File: src/rtl/fsm_msi_requests_controler.sv
// Per-block MSI coherence controller: a CPU-request FSM and a snooped-bus-request FSM, both registered.
// Optional MSI_PROTOCOL_CHECK_EN adds a registered protocol_error pulse to each FSM.

module fsm_msi_cpu_requests_controler (
    input  logic       clk,
    input  logic       rst_n,
    input  logic [1:0] state,
    input  logic       cpu_read_hit,
    input  logic       cpu_read_miss,
    input  logic       cpu_write_hit,
    input  logic       cpu_write_miss,
    output logic       write_back_block,
    output logic [1:0] state_out,
    output logic [1:0] bus_out
`ifdef MSI_PROTOCOL_CHECK_EN
    ,output logic      protocol_error
`endif
);
    typedef enum logic [1:0] {ST_I = 2'b00, ST_S = 2'b01, ST_M = 2'b10} msi_e;

    localparam logic [1:0] BUS_NONE = 2'b00;
    localparam logic [1:0] BUS_RDMS = 2'b01;
    localparam logic [1:0] BUS_WRMS = 2'b10;
    localparam logic [1:0] BUS_INV  = 2'b11;

    msi_e       w_cur;
    msi_e       w_next;
    logic [1:0] w_bus;
    logic       w_wb;

    // The illegal encoding is folded onto Invalid before any decision.
    assign w_cur = (state == 2'b11) ? ST_I : msi_e'(state);

    always_comb begin
        w_next = w_cur;
        w_bus  = BUS_NONE;
        w_wb   = 1'b0;
        if (cpu_write_miss) begin
            w_next = ST_M;
            w_bus  = BUS_WRMS;
            w_wb   = (w_cur == ST_M);
        end else if (cpu_read_miss) begin
            w_next = ST_S;
            w_bus  = BUS_RDMS;
            w_wb   = (w_cur == ST_M);
        end else if (cpu_write_hit) begin
            case (w_cur)
                ST_S: begin
                    w_next = ST_M;
                    w_bus  = BUS_INV;
                end
                ST_M:    w_next = ST_M;
                default: w_next = ST_I;
            endcase
        end
    end

    always_ff @(posedge clk) begin
        if (!rst_n) begin
            state_out        <= 2'b00;
            bus_out          <= BUS_NONE;
            write_back_block <= 1'b0;
        end else begin
            state_out        <= w_next;
            bus_out          <= w_bus;
            write_back_block <= w_wb;
        end
    end

`ifdef MSI_PROTOCOL_CHECK_EN
    logic [3:0] w_req;
    logic       w_err;

    assign w_req = {cpu_read_hit, cpu_read_miss, cpu_write_hit, cpu_write_miss};
    assign w_err = ((w_req & (w_req - 4'd1)) != 4'd0) || (state == 2'b11) ||
                   ((state == 2'b00) && (cpu_read_hit || cpu_write_hit));

    always_ff @(posedge clk) begin
        if (!rst_n) protocol_error <= 1'b0;
        else        protocol_error <= w_err;
    end
`endif
endmodule

module fsm_msi_bus_requests_controler (
    input  logic       clk,
    input  logic       rst_n,
    input  logic [1:0] state,
    input  logic       bus_read_miss,
    input  logic       bus_write_miss,
    input  logic       bus_invalidate,
    output logic       abort_mem_access,
    output logic       write_back_block,
    output logic [1:0] state_out
`ifdef MSI_PROTOCOL_CHECK_EN
    ,output logic      protocol_error
`endif
);
    typedef enum logic [1:0] {ST_I = 2'b00, ST_S = 2'b01, ST_M = 2'b10} msi_e;

    msi_e w_cur;
    msi_e w_next;
    logic w_flush;

    assign w_cur = (state == 2'b11) ? ST_I : msi_e'(state);

    // A Modified block snooped by a miss is supplied by this cache, so the
    // write-back and the memory abort always travel together.
    always_comb begin
        w_next  = w_cur;
        w_flush = 1'b0;
        if (bus_write_miss) begin
            w_next  = ST_I;
            w_flush = (w_cur == ST_M);
        end else if (bus_invalidate) begin
            if (w_cur == ST_S) w_next = ST_I;
        end else if (bus_read_miss) begin
            if (w_cur == ST_M) begin
                w_next  = ST_S;
                w_flush = 1'b1;
            end
        end
    end

    always_ff @(posedge clk) begin
        if (!rst_n) begin
            state_out        <= 2'b00;
            abort_mem_access <= 1'b0;
            write_back_block <= 1'b0;
        end else begin
            state_out        <= w_next;
            abort_mem_access <= w_flush;
            write_back_block <= w_flush;
        end
    end

`ifdef MSI_PROTOCOL_CHECK_EN
    logic [2:0] w_req;
    logic       w_err;

    assign w_req = {bus_read_miss, bus_write_miss, bus_invalidate};
    assign w_err = ((w_req & (w_req - 3'd1)) != 3'd0) || (state == 2'b11) ||
                   ((state == 2'b10) && bus_invalidate);

    always_ff @(posedge clk) begin
        if (!rst_n) protocol_error <= 1'b0;
        else        protocol_error <= w_err;
    end
`endif
endmodule

module fsm_msi_requests_controler (
    input  logic       i_clk,
    input  logic       i_rst_n,
    input  logic [1:0] i_cpu_state,
    input  logic       i_cpu_read_hit,
    input  logic       i_cpu_read_miss,
    input  logic       i_cpu_write_hit,
    input  logic       i_cpu_write_miss,
    output logic       o_cpu_write_back_block,
    output logic [1:0] o_cpu_state_out,
    output logic [1:0] o_cpu_bus_out,
    input  logic [1:0] i_bus_state,
    input  logic       i_bus_read_miss,
    input  logic       i_bus_write_miss,
    input  logic       i_bus_invalidate,
    output logic       o_bus_abort_mem_access,
    output logic       o_bus_write_back_block,
    output logic [1:0] o_bus_state_out
`ifdef MSI_PROTOCOL_CHECK_EN
    ,output logic      o_cpu_protocol_error
    ,output logic      o_bus_protocol_error
`endif
);
    fsm_msi_cpu_requests_controler u_cpu (
        .clk              (i_clk),
        .rst_n            (i_rst_n),
        .state            (i_cpu_state),
        .cpu_read_hit     (i_cpu_read_hit),
        .cpu_read_miss    (i_cpu_read_miss),
        .cpu_write_hit    (i_cpu_write_hit),
        .cpu_write_miss   (i_cpu_write_miss),
        .write_back_block (o_cpu_write_back_block),
        .state_out        (o_cpu_state_out),
        .bus_out          (o_cpu_bus_out)
`ifdef MSI_PROTOCOL_CHECK_EN
        ,.protocol_error  (o_cpu_protocol_error)
`endif
    );

    fsm_msi_bus_requests_controler u_bus (
        .clk              (i_clk),
        .rst_n            (i_rst_n),
        .state            (i_bus_state),
        .bus_read_miss    (i_bus_read_miss),
        .bus_write_miss   (i_bus_write_miss),
        .bus_invalidate   (i_bus_invalidate),
        .abort_mem_access (o_bus_abort_mem_access),
        .write_back_block (o_bus_write_back_block),
        .state_out        (o_bus_state_out)
`ifdef MSI_PROTOCOL_CHECK_EN
        ,.protocol_error  (o_bus_protocol_error)
`endif
    );
endmodule

File: config.mk
export PLATFORM = sky130hd
export DESIGN_NAME = fsm_msi_requests_controler
export DESIGN_NICKNAME = d
export VERILOG_FILES = /design/src/rtl/fsm_msi_requests_controler.sv
export SDC_FILE = /design/constraint.sdc
export NUM_CORES = 1
export LEC_CHECK = 0
export CORE_AREA = 2 2 39 41
export CTS_CLUSTER_DIAMETER = 120
export DETAILED_ROUTE_END_ITERATION = 7
export DIE_AREA = 0 0 41 43
export PLACE_DENSITY = 0.67
export SYNTH_ARGS = -nofsm -noshare
export SYNTH_HDL_FRONTEND = slang
export SYNTH_SLANG_ARGS = --single-unit
File: constraint.sdc
create_clock -name i_clk -period 1.01 [get_ports i_clk]
set_clock_uncertainty 0.05 [all_clocks]
set_input_delay 0.202 -clock i_clk [delete_from_list [all_inputs] [get_ports i_clk]]
set_output_delay 0.202 -clock i_clk [all_outputs]
set_load 0.1 [all_outputs]
# Word-level counts from Yosys, hierarchy flattened
# Index checks and enable logic that the tools add are counted.
# Widths: inputs -> output; s select.
# op_classes
n_eq_ne,6
n_bitwise,1
reduce_logical,3
n_mux,20
# ops
cell,n
$mux 2,14
$eq 2x2->1 const B,4
$mux 1,6
$reduce_or 2->1,3
$eq 2x1->1 const B,2
$not 1->1,1
# word_totals
out_inout_bits,9
reg_bits,8
wordCells,37
in_bits,13

# Longest topological paths before layout
# depth
depth_word,8
mapped_depth,5
mapped_depth_nobuf,5

# Modules after synthesis
# A second synthesis with hierarchy kept.
# hier_totals
cells_unflattened,46
hier_area_um2,416.6
# modules_own_cells
module,area_per_inst_um2,n_inst,seq_area_each_um2,cells_each
fsm_msi_cpu_requests_controler,234.0,1,100.1,26
fsm_msi_bus_requests_controler,182.7,1,60.1,20

# Least setup slack after synthesis
# Ideal clock, no wire load.
# synth_timing
path_type,reg2out
start,register u_bus.write_back_block
end,output o_bus_write_back_block
stages_incl_launch_ff,2
n_path_buf,1
arrival_ns,1.356
t_required_ns,0.758
slack_ns,-0.598
cell_sequence,dfxtp_1 buf_4
# synth_lines
item,line_no,rtl
from (decl),93,"output logic write_back_block,"
from (signal assigned),133,write_back_block <= w_flush;
to (decl),168,"output logic o_bus_write_back_block,"
# No word-level cell between the ends.

# Worst setup path after layout
# layout_timing
start,register u_bus.write_back_block
end,output o_bus_write_back_block
# No word-level cell between the ends.

==> results.txt <==
The clock slew seen by the registers of the worst setup and hold paths is ~0.060 ns. The areal power density over the cells is between 1000 and 1500 mW/mm^2. The number of storage elements in the synthesis netlist is 8. The die footprint came out at 0.00176 mm^2. The count of final setup violators is 9. The fraction of final layout cells with drive strength greater than 1 is 38.2%. The top layer used by detailed routing is met4.

The total overflow left after global routing is 0. The clock passes through at most 2 buffers. Cells fill 55.6% of the core in the end. The worst setup path is captured at a primary output. The number of nets handed over by synthesis was 62.

The number of nets in the finished design came out at 88. The largest voltage drop on the vdd net came out at 0.371 mV. The aggregate negative setup slack came out at -0.142 ns. The final reports fail on setup timing. In this run the most critical hold path is launched from i_cpu_write_hit. The number of top-level design ports came out at 22. In this run the worst hold path is classified as in2reg. The overall power after layout is between 900 and 1000 uW. The fraction of power consumed by the clock network is 30.0%. Grouping stages by cell kind, the critical path spends the most delay in flip-flops. After layout, the worst path uses 104% of the clock period.

The detailed-router iteration count before antenna repair is 3. The number of violations of the max-capacitance limit is 0. The smallest clock period supported by the final layout is computed as 1.05 ns. The startpoint kind of the worst setup timing path is a register. For this configuration, the core starts out at a cell density of about 29%.

The initial DRC count is 2. The worst setup slack after layout came out at -0.0392 ns. The data required time at the worst endpoint is 0.76 ns. The switching share of total power is 33.4%. The power share of the combinational group is approximately a third. Sequential cells burn a little under two fifths of the power. Synthesis produced a netlist whose cell count is 43.

The critical path goes through buf_12. The number of cell rows came out at 14. The measured slew at the worst slew-check pin is 0.202 ns.

The run finished, with violations left. STA puts the critical path data arrival time at approximately 0.80 ns. The summed instance area of the synthesized netlist came out at 395 um^2. The final hold violation count is 0. The worst setup slack before clock tree synthesis is -0.556 ns. The critical path in this run is classified as reg2out. The number of clock sinks is 8. The internal power of the cells totals 609 uW. The die span in x is 41 um. The number of antenna repair diodes is 0. The instance area at placement came out at 726 um^2. The core region is around 0.0014 mm^2. Wires add up to just under 800 um.

In this run the static leakage power is 0.000362 uW. The routed wire length per instance is 9.35 um. The TritonCTS clock tree is yes.

After detailed routing, the number of remaining DRC violations is 0. The height of the die is 43 um. The number of buffer and inverter instances along the worst setup path is 1. The post-route antenna net violation count came out at 0. The library cell used as clock root buffer is clkbuf_4. The relative slew slack came out at 86.5%.

The synthesized design spends more area on one cell type than any other, namely dfxtp_1. The first global-routing pass estimated 1180 um of wire. For this design, the slowest cell found on the critical path is dfxtp_4. Ranked by total cell area, the synthesized netlist is headed by dfxtp_1 (41%), ha_1 (19%), a211oi_1 (5.7%).

The maximum net fanout on the critical path came out at 2. Global routing consumed, over all layers together, about a tenth of the routing resources. For this design the total switching power over the nets is 306 uW. The total clock buffers created by CTS is 3. Buffers inserted to repair hold after CTS numbered 0.

For hold timing, the worst endpoint is u_cpu.bus_out[0]. The design area is 769 um^2. The cell depth of the worst min-delay path is 3.

The number of global-route vias before repair came to roughly 290. After filler insertion, the fill cell instance count of the layout stands at roughly 120. Static timing analysis puts the maximum clock frequency at ~950 MHz. The synthesis warning total is 0. The mean number of vias per cell came out at 4.52. The area growth from synthesis to layout came out at 94.6%. The sequential share of the synthesized area came out at 40.5%.

The number of slew-limit violations in the final report came out at 0. The detailed-routed wire length on met2 came out at 370 um. The critical path's largest stage delay is 0.37 ns.

After synthesis, the mean cell area works out to approximately 9.2 um^2. After detailed routing, the met3 layer carries ~70 um of wire. The initial antenna violation count is 0. The length of routed wiring on met1 is 324 um.

Entering global routing, the biggest net connects 6 pins. The depth of the CTS H-tree came out at 1. The detailed-route via count came out at 380. Setup repair after global routing could not meet its margin everywhere. The number of input and output port buffers inserted is 20. The HPWL reported at the end of detailed placement is 654 um. The count of distinct cell types in the synthesized netlist is 14.

In this run the biggest area consumer among cell types represents 40.5% of the synthesized area. At the end of routability-driven placement, the weighted congestion stood at 0.699.
## cells in the mapped netlist
library cell	instances
dfxtp_1	8
ha_1	6
inv_1	6
nor2_1	4
a211oi_1	3
a21oi_1	3
nand2_1	2
nand2b_1	2
nor2b_1	2
o211a_1	2
o21a_1	2
buf_4	1
nand3_1	1
o21ai_0	1
## layout make-up
| type | instances | area (um^2) | area share [%] |
|---|---|---|---|
| well taps | 16 | 20.0 | 2.60 |
| repair buffers | 22 | 303 | 39.3 |
| clock buffers | 4 | 26.3 | 3.41 |
| multi-input cells | 28 | 225 | 29.3 |
| inverters | 6 | 22.5 | 2.93 |
| flip-flops and latches | 8 | 173 | 22.4 |
## flip-flops by register name, indices dropped and copies added, names as in the netlist
name                    count
u_bus.state_out             2
u_bus.write_back_block      1
u_cpu.bus_out               2
u_cpu.state_out             2
u_cpu.write_back_block      1
## how the worst max path moves through the flow
stage,startpoint,end,slack [ns],depth (start not counted)
final,u_bus.write_back_block,o_bus_write_back_block,-0.04,1
after CTS,u_bus.write_back_block,o_bus_write_back_block,-0.04,1
after detailed placement,i_bus_state[0],u_bus.state_out[0],-0.56,6
after floorplan,u_bus.write_back_block,o_bus_write_back_block,-0.10,1
after global routing,u_bus.write_back_block,o_bus_write_back_block,-0.06,1
after global placement,i_bus_state[0],u_bus.state_out[0],-0.53,6
## power groups by stage
stage | logic [uW] | clock network (uW) | registers (uW)
after floorplan | 55.8 | 0 | 448
after global placement | 291 | 0 | 351
after detailed placement | 294 | 0 | 351
after CTS | 298 | 275 | 344
after global routing | 313 | 298 | 345
final | 297 | 274 | 344
## timing repair
item	4_1_cts	5_1_grt
setup endpoints to repair	15	11
resized for setup	7	2
pin swaps	4	0
buffers inserted	0	0
## layer usage
| layer | track usage, % | vias to the layer above |
|---|---|---|
| met5 | 0 | - |
| met4 | 8.00 | 0 |
| met3 | 3.66 | 2 |
| met2 | 14.1 | 15 |
| met1 | 12.0 | 170 |
| li1 | - | 193 |
## stage by stage
stage / cells / hold WS, ns
2_1_floorplan: 43 / 0.239
3_3_place_gp: 80 / 0.614
3_5_place_dp: 80 / 0.614
4_1_cts: 84 / 0.479
5_1_grt: 84 / 0.311
6_report: 84 / 0.279
## cells by family after synthesis
| family | count (synthesis) | synth area share (%) |
|---|---|---|
| buffers and inverters | 7 | 7.60 |
| AND/OR/NAND/NOR | 11 | 13.3 |
| adder cells (fa/ha/maj) | 6 | 19.0 |
| flip-flops | 8 | 40.5 |
| AO/OA/AOI/OAI | 11 | 19.6 |
## cell usage in the layout (no fill, tap or decap), types with 2 or more instances in the layout
master and n:
a211oi_1 2, nand2_1 2, clkdlybuf4s50_1 6, buf_12 9, a21oi_1 3, dfxtp_2 7
nor2_1 4, ha_1 5, o211a_1 2, buf_4 2, nand2b_1 2, dlygate4sd2_1 4
o21a_1 2, clkbuf_4 3, inv_1 5
Power figures use the tool's default switching activity.
